--- src/rtl/dmi_pkg.sv ---
// Shared encodings for the DTM-side DMI initiator.
//   DMI_* : request op field carried on req_op / cmd_op
//   ST_*  : sticky status reported on res_op (matches rsp_op encoding)
//   dmi_state_e : initiator FSM states
package dmi_pkg;

  localparam logic [1:0] DMI_NOP   = 2'd0;
  localparam logic [1:0] DMI_READ  = 2'd1;
  localparam logic [1:0] DMI_WRITE = 2'd2;
  localparam logic [1:0] DMI_RSVD  = 2'd3;

  localparam logic [1:0] ST_OK     = 2'd0;
  localparam logic [1:0] ST_FAILED = 2'd2;
  localparam logic [1:0] ST_BUSY   = 2'd3;

  typedef enum logic [1:0] {
    S_IDLE = 2'd0,
    S_REQ  = 2'd1,
    S_RSP  = 2'd2
  } dmi_state_e;

endpackage

--- src/rtl/dmi_initiator_timeout_cnt.sv ---
// Saturating transfer-timeout counter.
//   i_clk, i_reset (async, active low)
//   i_clr     : restart count at zero (transfer accept / hard reset)
//   i_en      : count this cycle (transfer in flight)
//   o_expired : the edge closing this cycle brings the count to TIMEOUT
module dmi_timeout_cnt #(
  parameter int TIMEOUT = 1023
) (
  input  logic i_clk,
  input  logic i_reset,
  input  logic i_clr,
  input  logic i_en,
  output logic o_expired
);

  localparam int            CW     = $clog2(TIMEOUT + 1);
  localparam logic [CW-1:0] C_MAX  = CW'(TIMEOUT);
  localparam logic [CW-1:0] C_LAST = CW'(TIMEOUT - 1);

  logic [CW-1:0] r_cnt;

  always_ff @(posedge i_clk or negedge i_reset) begin
    if (!i_reset) begin
      r_cnt <= '0;
    end else if (i_clr) begin
      r_cnt <= '0;
    end else if (i_en && (r_cnt != C_MAX)) begin
      r_cnt <= r_cnt + CW'(1);
    end
  end

  // Flagged one count early so the FSM leaves on the very edge the count
  // reaches TIMEOUT, i.e. exactly TIMEOUT cycles after accept.
  assign o_expired = i_en && (r_cnt >= C_LAST);

endmodule

--- src/rtl/dmi_initiator.sv ---
// DTM-side DMI initiator: converts a captured JTAG dmi update into one DMI
// request, collects the response and reports it with a sticky op status.
//   i_clk, i_reset (async, active low)
//   i_cmd_strobe/op/addr/data : command from DTM update-DR
//   i_dmireset                : clear sticky status
//   i_dmihardreset            : abort transfer and clear status
//   o_req_valid/i_req_ready, o_req_addr/data/op : DMI request channel
//   i_rsp_valid/o_rsp_ready, i_rsp_data/op      : DMI response channel
//   o_res_valid/data/op : completion pulse and held last result
//   o_busy              : transfer in flight
//
// state  | meaning
// S_IDLE | no transfer; strobes evaluated against sticky status
// S_REQ  | request presented, waiting for req_ready
// S_RSP  | request taken, waiting for rsp_valid or timeout
module dmi_initiator
  import dmi_pkg::*;
#(
  parameter int ABITS   = 7,
  parameter int WID     = 32,
  parameter int TIMEOUT = 1023
) (
  input  logic             i_clk,
  input  logic             i_reset,
  input  logic             i_cmd_strobe,
  input  logic [1:0]       i_cmd_op,
  input  logic [ABITS-1:0] i_cmd_addr,
  input  logic [WID-1:0]   i_cmd_data,
  input  logic             i_dmireset,
  input  logic             i_dmihardreset,
  output logic             o_req_valid,
  input  logic             i_req_ready,
  output logic [ABITS-1:0] o_req_addr,
  output logic [WID-1:0]   o_req_data,
  output logic [1:0]       o_req_op,
  input  logic             i_rsp_valid,
  output logic             o_rsp_ready,
  input  logic [WID-1:0]   i_rsp_data,
  input  logic [1:0]       i_rsp_op,
  output logic             o_res_valid,
  output logic [WID-1:0]   o_res_data,
  output logic [1:0]       o_res_op,
  output logic             o_busy
);

  dmi_state_e       r_state;
  logic [1:0]       r_stat;
  logic [ABITS-1:0] r_req_addr;
  logic [WID-1:0]   r_req_data;
  logic [1:0]       r_req_op;
  logic             r_res_valid;
  logic [WID-1:0]   r_res_data;
  logic [1:0]       r_res_op;
  logic             r_rsp_ready;

  dmi_state_e       w_state_nxt;
  logic [1:0]       w_stat_base;
  logic [1:0]       w_stat_nxt;
  logic             w_load_cmd;
  logic             w_cnt_clr;
  logic             w_done;
  logic [WID-1:0]   w_res_data_nxt;
  logic             w_expired;

  dmi_timeout_cnt #(
    .TIMEOUT (TIMEOUT)
  ) u_timeout (
    .i_clk     (i_clk),
    .i_reset   (i_reset),
    .i_clr     (w_cnt_clr),
    .i_en      (r_state != S_IDLE),
    .o_expired (w_expired)
  );

  always_ff @(posedge i_clk or negedge i_reset) begin
    if (!i_reset) begin
      r_state <= S_IDLE;
    end else begin
      r_state <= w_state_nxt;
    end
  end

  always_comb begin
    w_state_nxt    = r_state;
    // dmireset clears first so a same-cycle strobe sees a clean status
    w_stat_base    = i_dmireset ? ST_OK : r_stat;
    w_stat_nxt     = w_stat_base;
    w_load_cmd     = 1'b0;
    w_cnt_clr      = 1'b0;
    w_done         = 1'b0;
    w_res_data_nxt = r_res_data;

    if (i_dmihardreset) begin
      w_state_nxt = S_IDLE;
      w_stat_nxt  = ST_OK;
      w_cnt_clr   = 1'b1;
    end else begin
      case (r_state)
        S_IDLE: begin
          if (i_cmd_strobe && (w_stat_base == ST_OK)) begin
            if ((i_cmd_op == DMI_READ) || (i_cmd_op == DMI_WRITE)) begin
              w_state_nxt = S_REQ;
              w_load_cmd  = 1'b1;
              w_cnt_clr   = 1'b1;
            end else if (i_cmd_op == DMI_RSVD) begin
              w_stat_nxt = ST_FAILED;
            end
          end
        end
        S_REQ, S_RSP: begin
          if (i_cmd_strobe) begin
            w_stat_nxt = ST_BUSY;
          end
          // A response arriving on the timeout edge still wins.
          if ((r_state == S_RSP) && i_rsp_valid) begin
            w_state_nxt    = S_IDLE;
            w_done         = 1'b1;
            w_res_data_nxt = (r_req_op == DMI_READ) ? i_rsp_data : '0;
            if (w_stat_nxt == ST_OK) begin
              w_stat_nxt = i_rsp_op;
            end
          end else if (w_expired) begin
            w_state_nxt    = S_IDLE;
            w_done         = 1'b1;
            w_res_data_nxt = '0;
            if (w_stat_nxt == ST_OK) begin
              w_stat_nxt = ST_FAILED;
            end
          end else if ((r_state == S_REQ) && i_req_ready) begin
            w_state_nxt = S_RSP;
          end
        end
        default: begin
          w_state_nxt = S_IDLE;
        end
      endcase
    end
  end

  always_ff @(posedge i_clk or negedge i_reset) begin
    if (!i_reset) begin
      r_stat      <= ST_OK;
      r_req_addr  <= '0;
      r_req_data  <= '0;
      r_req_op    <= DMI_NOP;
      r_res_valid <= 1'b0;
      r_res_data  <= '0;
      r_res_op    <= ST_OK;
      r_rsp_ready <= 1'b0;
    end else begin
      r_rsp_ready <= 1'b1;
      r_stat      <= w_stat_nxt;
      r_res_valid <= w_done;
      if (w_load_cmd) begin
        r_req_addr <= i_cmd_addr;
        r_req_data <= i_cmd_data;
        r_req_op   <= i_cmd_op;
      end
      if (w_done) begin
        r_res_data <= w_res_data_nxt;
        r_res_op   <= w_stat_nxt;
      end
    end
  end

  assign o_req_valid = (r_state == S_REQ);
  assign o_req_addr  = r_req_addr;
  assign o_req_data  = r_req_data;
  assign o_req_op    = r_req_op;
  assign o_rsp_ready = r_rsp_ready;
  assign o_res_valid = r_res_valid;
  assign o_res_data  = r_res_data;
  assign o_res_op    = r_res_op;
  assign o_busy      = (r_state != S_IDLE);

endmodule
--- config.mk ---
export PLATFORM = sky130hd
export DESIGN_NAME = dmi_initiator
export DESIGN_NICKNAME = d
export VERILOG_FILES = /design/src/rtl/dmi_pkg.sv /design/src/rtl/dmi_initiator_timeout_cnt.sv /design/src/rtl/dmi_initiator.sv
export SDC_FILE = /design/constraint.sdc
export NUM_CORES = 1
export LEC_CHECK = 0
export ABC_CLOCK_PERIOD_IN_PS = 2100
export CAP_MARGIN = 20
export CORE_MARGIN = 2
export CORE_UTILIZATION = 25
export CTS_BUF_LIST = sky130_fd_sc_hd__clkbuf_8 sky130_fd_sc_hd__clkbuf_16
export CTS_CLUSTER_SIZE = 12
export DETAILED_ROUTE_END_ITERATION = 7
export SLEW_MARGIN = 15
export SYNTH_ARGS = -nofsm -noshare
export SYNTH_HDL_FRONTEND = slang
export SYNTH_SLANG_ARGS = --single-unit
--- constraint.sdc ---
create_clock -name i_clk -period 2.1 [get_ports i_clk]
set_input_delay 0.315 -clock i_clk [delete_from_list [all_inputs] [get_ports i_clk]]
set_output_delay 0.315 -clock i_clk [all_outputs]
set_load 0.01 [all_outputs]
== Yosys cells after proc, flatten, opt, wreduce, memory -nomap -nowiden ==
Cells that the tools add are included.
Word-level totals
  bits in registers: 91
Operators by class
  add/subtract/negate cells: 1
  magnitude comparators: 1
  equality and inequality tests: 10
  mux-type cells: 34
  bitwise gates (word level): 1
  reductions and logical operators: 15
Operators with widths (count)
  $mux W32: 3
  $mux W2: 18
  $mux W10: 2
  $add A10 B1 Y10 const B: 1
  $ge A10 B10 Y1 const B: 1
  $ne A10 B10 Y1 const B: 1
  $mux W1: 9
  $pmux W2 S2: 2
  $eq A2 B1 Y1 const B: 3
  $eq A2 B2 Y1 const B: 3
  $logic_not A2 Y1: 3
  $ne A3 B3 Y1 const B: 2
  $reduce_bool A2 Y1: 3
  $logic_and A1 B1 Y1: 5
  $ne A5 B4 Y1 const B: 1
  $reduce_and A4 Y1: 1
  $reduce_and A3 Y1: 1
  $reduce_or A2 Y1: 1
  $logic_or A1 B1 Y1: 1
  $not A1 Y1: 1

== Longest topological paths before layout ==
  depth in word-level cells: 10
  depth in mapped cells: 9

== Modules after synthesis ==
A second synthesis with hierarchy kept.
Unflattened totals
  cell total of the unflattened synthesis: 359
  area, all modules: 4035.1 um^2
Modules (own cells, without submodules)
  dmi_initiator: times used 1, cells an instance 282, area each 3318.2 um^2, sequential area each 2026.9 um^2
  dmi_timeout_cnt: times used 1, cells an instance 77, area each 716.9 um^2, sequential area each 250.2 um^2

== Least setup slack after synthesis ==
Ideal clock, no wire load.
  path type: reg-to-reg
  start point: register r_state[0]
  end point: register r_res_op[1], in the netlist o_res_op[1]
  setup time: 0.127 ns
  data arrival time: 1.802 ns
  required time: 1.973 ns
  setup slack: 0.170 ns
  stages on the path, launching flop included: 9
  path buffers: 1
  clock period less this slack: 1.930 ns
  cells stage by stage: dfrtp_1 > inv_1 > ha_1 > o21ba_1 > and4_4 > or2_4 > nand2b_1 > buf_6 > mux2_1
On the way
  word-level cells in the longest chain between the ends: 6
  elaborated cells on any way between the ends: 15
RTL lines
  from (decl): RTL line dmi_initiator.sv:46  | dmi_state_e r_state;
  from (signal assigned): RTL line dmi_initiator.sv:79  | r_state <= w_state_nxt;
  $reduce_bool A2 Y1: RTL line dmi_initiator.sv:71  | .i_en (r_state != S_IDLE),
  $logic_and A1 B1 Y1: RTL line dmi_initiator_timeout_cnt.sv:34  | assign o_expired = i_en && (r_cnt >= C_LAST);
  $mux W2 / $mux W1 (equally long branches): RTL line dmi_initiator.sv:122  | end else if (w_expired) begin
  $mux W2 / $mux W1 (equally long branches): RTL line dmi_initiator.sv:115  | if ((r_state == S_RSP) && i_rsp_valid) begin
  $pmux W2 S2 / $mux W1 (equally long branches): RTL line dmi_initiator.sv:98  | case (r_state)
  $mux W2 / $mux W1 (equally long branches): RTL line dmi_initiator.sv:93  | if (i_dmihardreset) begin
  to (signal assigned): RTL line dmi_initiator.sv:161  | r_res_op <= w_stat_nxt;
  to (decl): RTL line dmi_initiator.sv:53  | logic [1:0] r_res_op;
Parallel ways exist; a longest one is shown, timed or not.
A chain may end at the register's enable or synchronous reset.

== Worst setup path in the final report ==
  start point: register r_state[1]
  end point: output o_req_valid
On the way
  word-level cells in the longest chain between the ends: 1
RTL lines
  $eq A2 B1 Y1: RTL line dmi_initiator.sv:166  | assign o_req_valid = (r_state == S_REQ);
  to (decl): RTL line dmi_initiator.sv:31  | output logic o_req_valid,
Every way passes these cells.

==> flow_summary_export.csv <==
group,metric,value,unit
outcome,status,"finished, final reports clean",
drt,wl_met2,4399,um
drt,vias,2745,
sta,max_freq,514.6,MHz
critical_path,path_class,"flip-flop to output pin",
floorplanning,fp-row-count,44,
critical_path,start_kind,"flip-flop",
power_and_ir_drop,p_seq_share,37.5,%
drt,viasPerCell,4.399,
power_and_ir_drop,p_per_area,1187,nW/um2
critical_path,arrival,1.63,ns
placed_design,place_congestion,0.7608,
power_and_ir_drop,p_leak,2.563,nW
clocking,root_buffer,"clkbuf_16",
clocking,cts_tree,"done",
critical_path,r2r_setup_slack,0.18,ns
finish,n_antenna_cell,0,
clocking,holdBufCountCts,0,
clocking,clock_path_buffers,2,
sta,fin_crit,1.943,ns
logic_synthesis,syn_area_per_cell,13.86,um2
critical_path,r2r_end,"o_res_data[20]",
power_and_ir_drop,finalPower,7.049,mW
drt,wl_per_cell,14.91,um
clocking,post_cts_buffers,0,
power_and_ir_drop,p_comb_share,37.7,%
floorplanning,coreArea,14530,um2
power_and_ir_drop,p_sw_share,28.57,%
min_path,hp-class,"input port to asynchronous set/reset pin",
clocking,clock_latency,0.34,ns
placed_design,portBuffers,160,
floorplanning,ioPinCount,161,
global_routing,grt.overflow.total,0,
floorplanning,initial_core_util,25.65,%
finish,layout_common_cells,"clkdlybuf4s50_1, dfrtp_1, mux2_2, a22o_1, nor2_1",
sta,finalSetupViolations,0,
clocking,cts_buffers,9,
run,maxCapViolCount,0,
drt,drt_iter0_markers,124,
sta,maxSlewViolCount,0,
sta,hold_violations,0,
global_routing,grt_pass1_wl,15280,um
drt,wl_met3,616,um
critical_path,end_kind,"output pin",
power_and_ir_drop,internal_power,5.035,mW
critical_path,endpoint,"o_req_valid",
sta,layout_worst_path_cycle_share,92.54,%
drt,antenna_left,0,
drt,wl_met1,4089,um
drt,top_layer,"met4",
global_routing,grt_max_degree,92,
critical_path,crit_fanout,3,
finish,syn2layout_area_growth,59.26,%
placed_design,place_ws,-0.08389,ns
logic_synthesis,yosysWarnings,0,
sta,finalWorstSetupSlack,0.1567,ns
logic_synthesis,synth_nets,358,
critical_path,r2r-start,"r_state[0]",
clocking,clock-sinks,91,
floorplanning,dieArea,15910,um2
logic_synthesis,synth-edff-count,0,
finish,drive_gt1_share,15.00,%
logic_synthesis,syn_inst,269,
sta,rsz0062_at_grt,"false",
floorplanning,die_h,126.1,um
clocking,clk_pin_slew,0.07,ns
global_routing,grt_pass1_vias,2946,
clocking,cts_htree_levels,3,
logic_synthesis,ys.flop_type,"dfrtp_1",
drt,drc_errors,0,
floorplanning,dieWidth,126.1,um
logic_synthesis,ys_seq_elements,91,
power_and_ir_drop,clock_power_share,24.8,%
power_and_ir_drop,power.switching,2.014,mW
placed_design,dp.final_hpwl,6659,um
drt,drt-pass1-iter-count,4,
finish,seq_area,2277,um2
logic_synthesis,synth-async-reset-ratio,100.0,%
finish,final_nets,524,
critical_path,r2r_cells,8,
power_and_ir_drop,ir_worst_vdd,0.5009,mV
critical_path,critPathLaunch,"r_state[1]",
finish,final_common_cell,"clkdlybuf4s50_1",
global_routing,grt_usage,12.08,%
finish,multiInputGateArea,1346,um2
sta,finClkSkew,0.008809,ns
drt,wl,9301,um
global_routing,antenna_found_initial,0,
logic_synthesis,yosysSeqAreaShare,61.07,%
finish,nFillCells,1368,
logic_synthesis,synth_area,3729,um2
critical_path,critPathRequiredTime,1.78,ns
logic_synthesis,synth.distinct_cells,39,
[how the worst min path moves through the flow]
stage / endpoint / slack, ns / cells after the start
after global routing: o_req_data[30] / 0.05 / 2
after global placement: o_req_addr[5] / 0.40 / 2
final: o_req_data[30] / 0.01 / 2
after CTS: o_req_data[30] / 0.04 / 2
after floorplan: o_req_addr[0] / 0.02 / 0
after detailed placement: o_req_data[30] / 0.41 / 2
[per-layer routing]
metal  track usage [%]  vias to the layer above
li1                  -                     1304
met1             15.26                     1333
met2             18.82                       97
met3             3.738                       11
met4             5.947                        0
met5                 0                        -
[registers in the layout, summed over array words and instances (netlist names), 2 cells and up]
| name | cells |
|---|---|
| r_stat | 2 |
| o_res_op | 2 |
| o_req_data | 32 |
| u_timeout.r_cnt | 10 |
| o_req_addr | 7 |
| o_res_data | 32 |
| o_req_op | 2 |
| r_state | 2 |
[stage by stage]
| stage | setup TNS [ns] | hold WS [ns] | cell area [um2] | instances | util, % |
|---|---|---|---|---|---|
| final | 0 | 0.01415 | 5938 | 624 | 40.86 |
| after global routing | 0 | 0.05173 | 5938 | 624 | 40.86 |
| after CTS | 0 | 0.03955 | 5938 | 624 | 40.86 |
| after detailed placement | -2.917 | 0.4067 | 5613 | 608 | 38.62 |
| after global placement | -1.146 | 0.3991 | 5613 | 608 | 38.62 |
| after floorplan | 0 | 0.01941 | 3729 | 269 | - |
[Yosys cell counts, drive strengths merged, types with 2 or more instances]
master	n	share of area, %
nor2	17	1.7
nand2	4	0.40
a22o	32	7.5
inv	8	0.81
buf	9	1.9
nand2b	7	1.2
o21ai	3	0.40
and2	4	0.67
a31oi	2	0.34
and3	5	0.84
xor2	6	1.4
a211oi	2	0.40
a311oi	2	0.64
ha	7	2.3
mux2	42	13
nand3	4	0.54
dfrtp	91	61
clkbuf	5	0.50
xnor2	3	0.70
a21oi	2	0.27
[kinds of logic after synthesis]
logic type | Yosys count | synth area share, %
compound gates | 49 | 11.24
xor+xnor | 9 | 2.114
fa+ha+maj | 7 | 2.349
buf+inv | 22 | 3.255
flops | 91 | 61.07
mux | 43 | 12.95
other cells | 1 | 0.1006
simple gates | 47 | 6.913
[power groups by stage]
stage | clock network [mW] | logic [mW] | registers, mW
after global routing | 1.89 | 2.85 | 2.72
after global placement | 0 | 2.66 | 2.67
final | 1.75 | 2.66 | 2.64
after detailed placement | 0 | 2.71 | 2.67
after floorplan | 0 | 0.876 | 2.90
after CTS | 1.82 | 2.71 | 2.65
[timing repair]
item,4_1_cts,5_1_grt
resized for setup,1,0
setup endpoints to repair,1,0
hold endpoints to repair,0,0
[worst max-delay path, cell delays in order (launching register included)]
cell and delay (ns):
dfrtp_1 0.40, inv_1 0.11, ha_1 0.19, clkdlybuf4s50_1 0.58
[cell type report]
type / instances / share of cell area, %
Inverter: 8 / 0.5057
Clock buffer: 10 / 4.024
Sequential cell: 91 / 38.35
Clock inverter: 6 / 1.475
Multi-Input combinational cell: 156 / 22.67
Tap cell: 184 / 3.877
Timing Repair Buffer: 169 / 29.10
No activity file was read; power rests on OpenSTA's default activity.
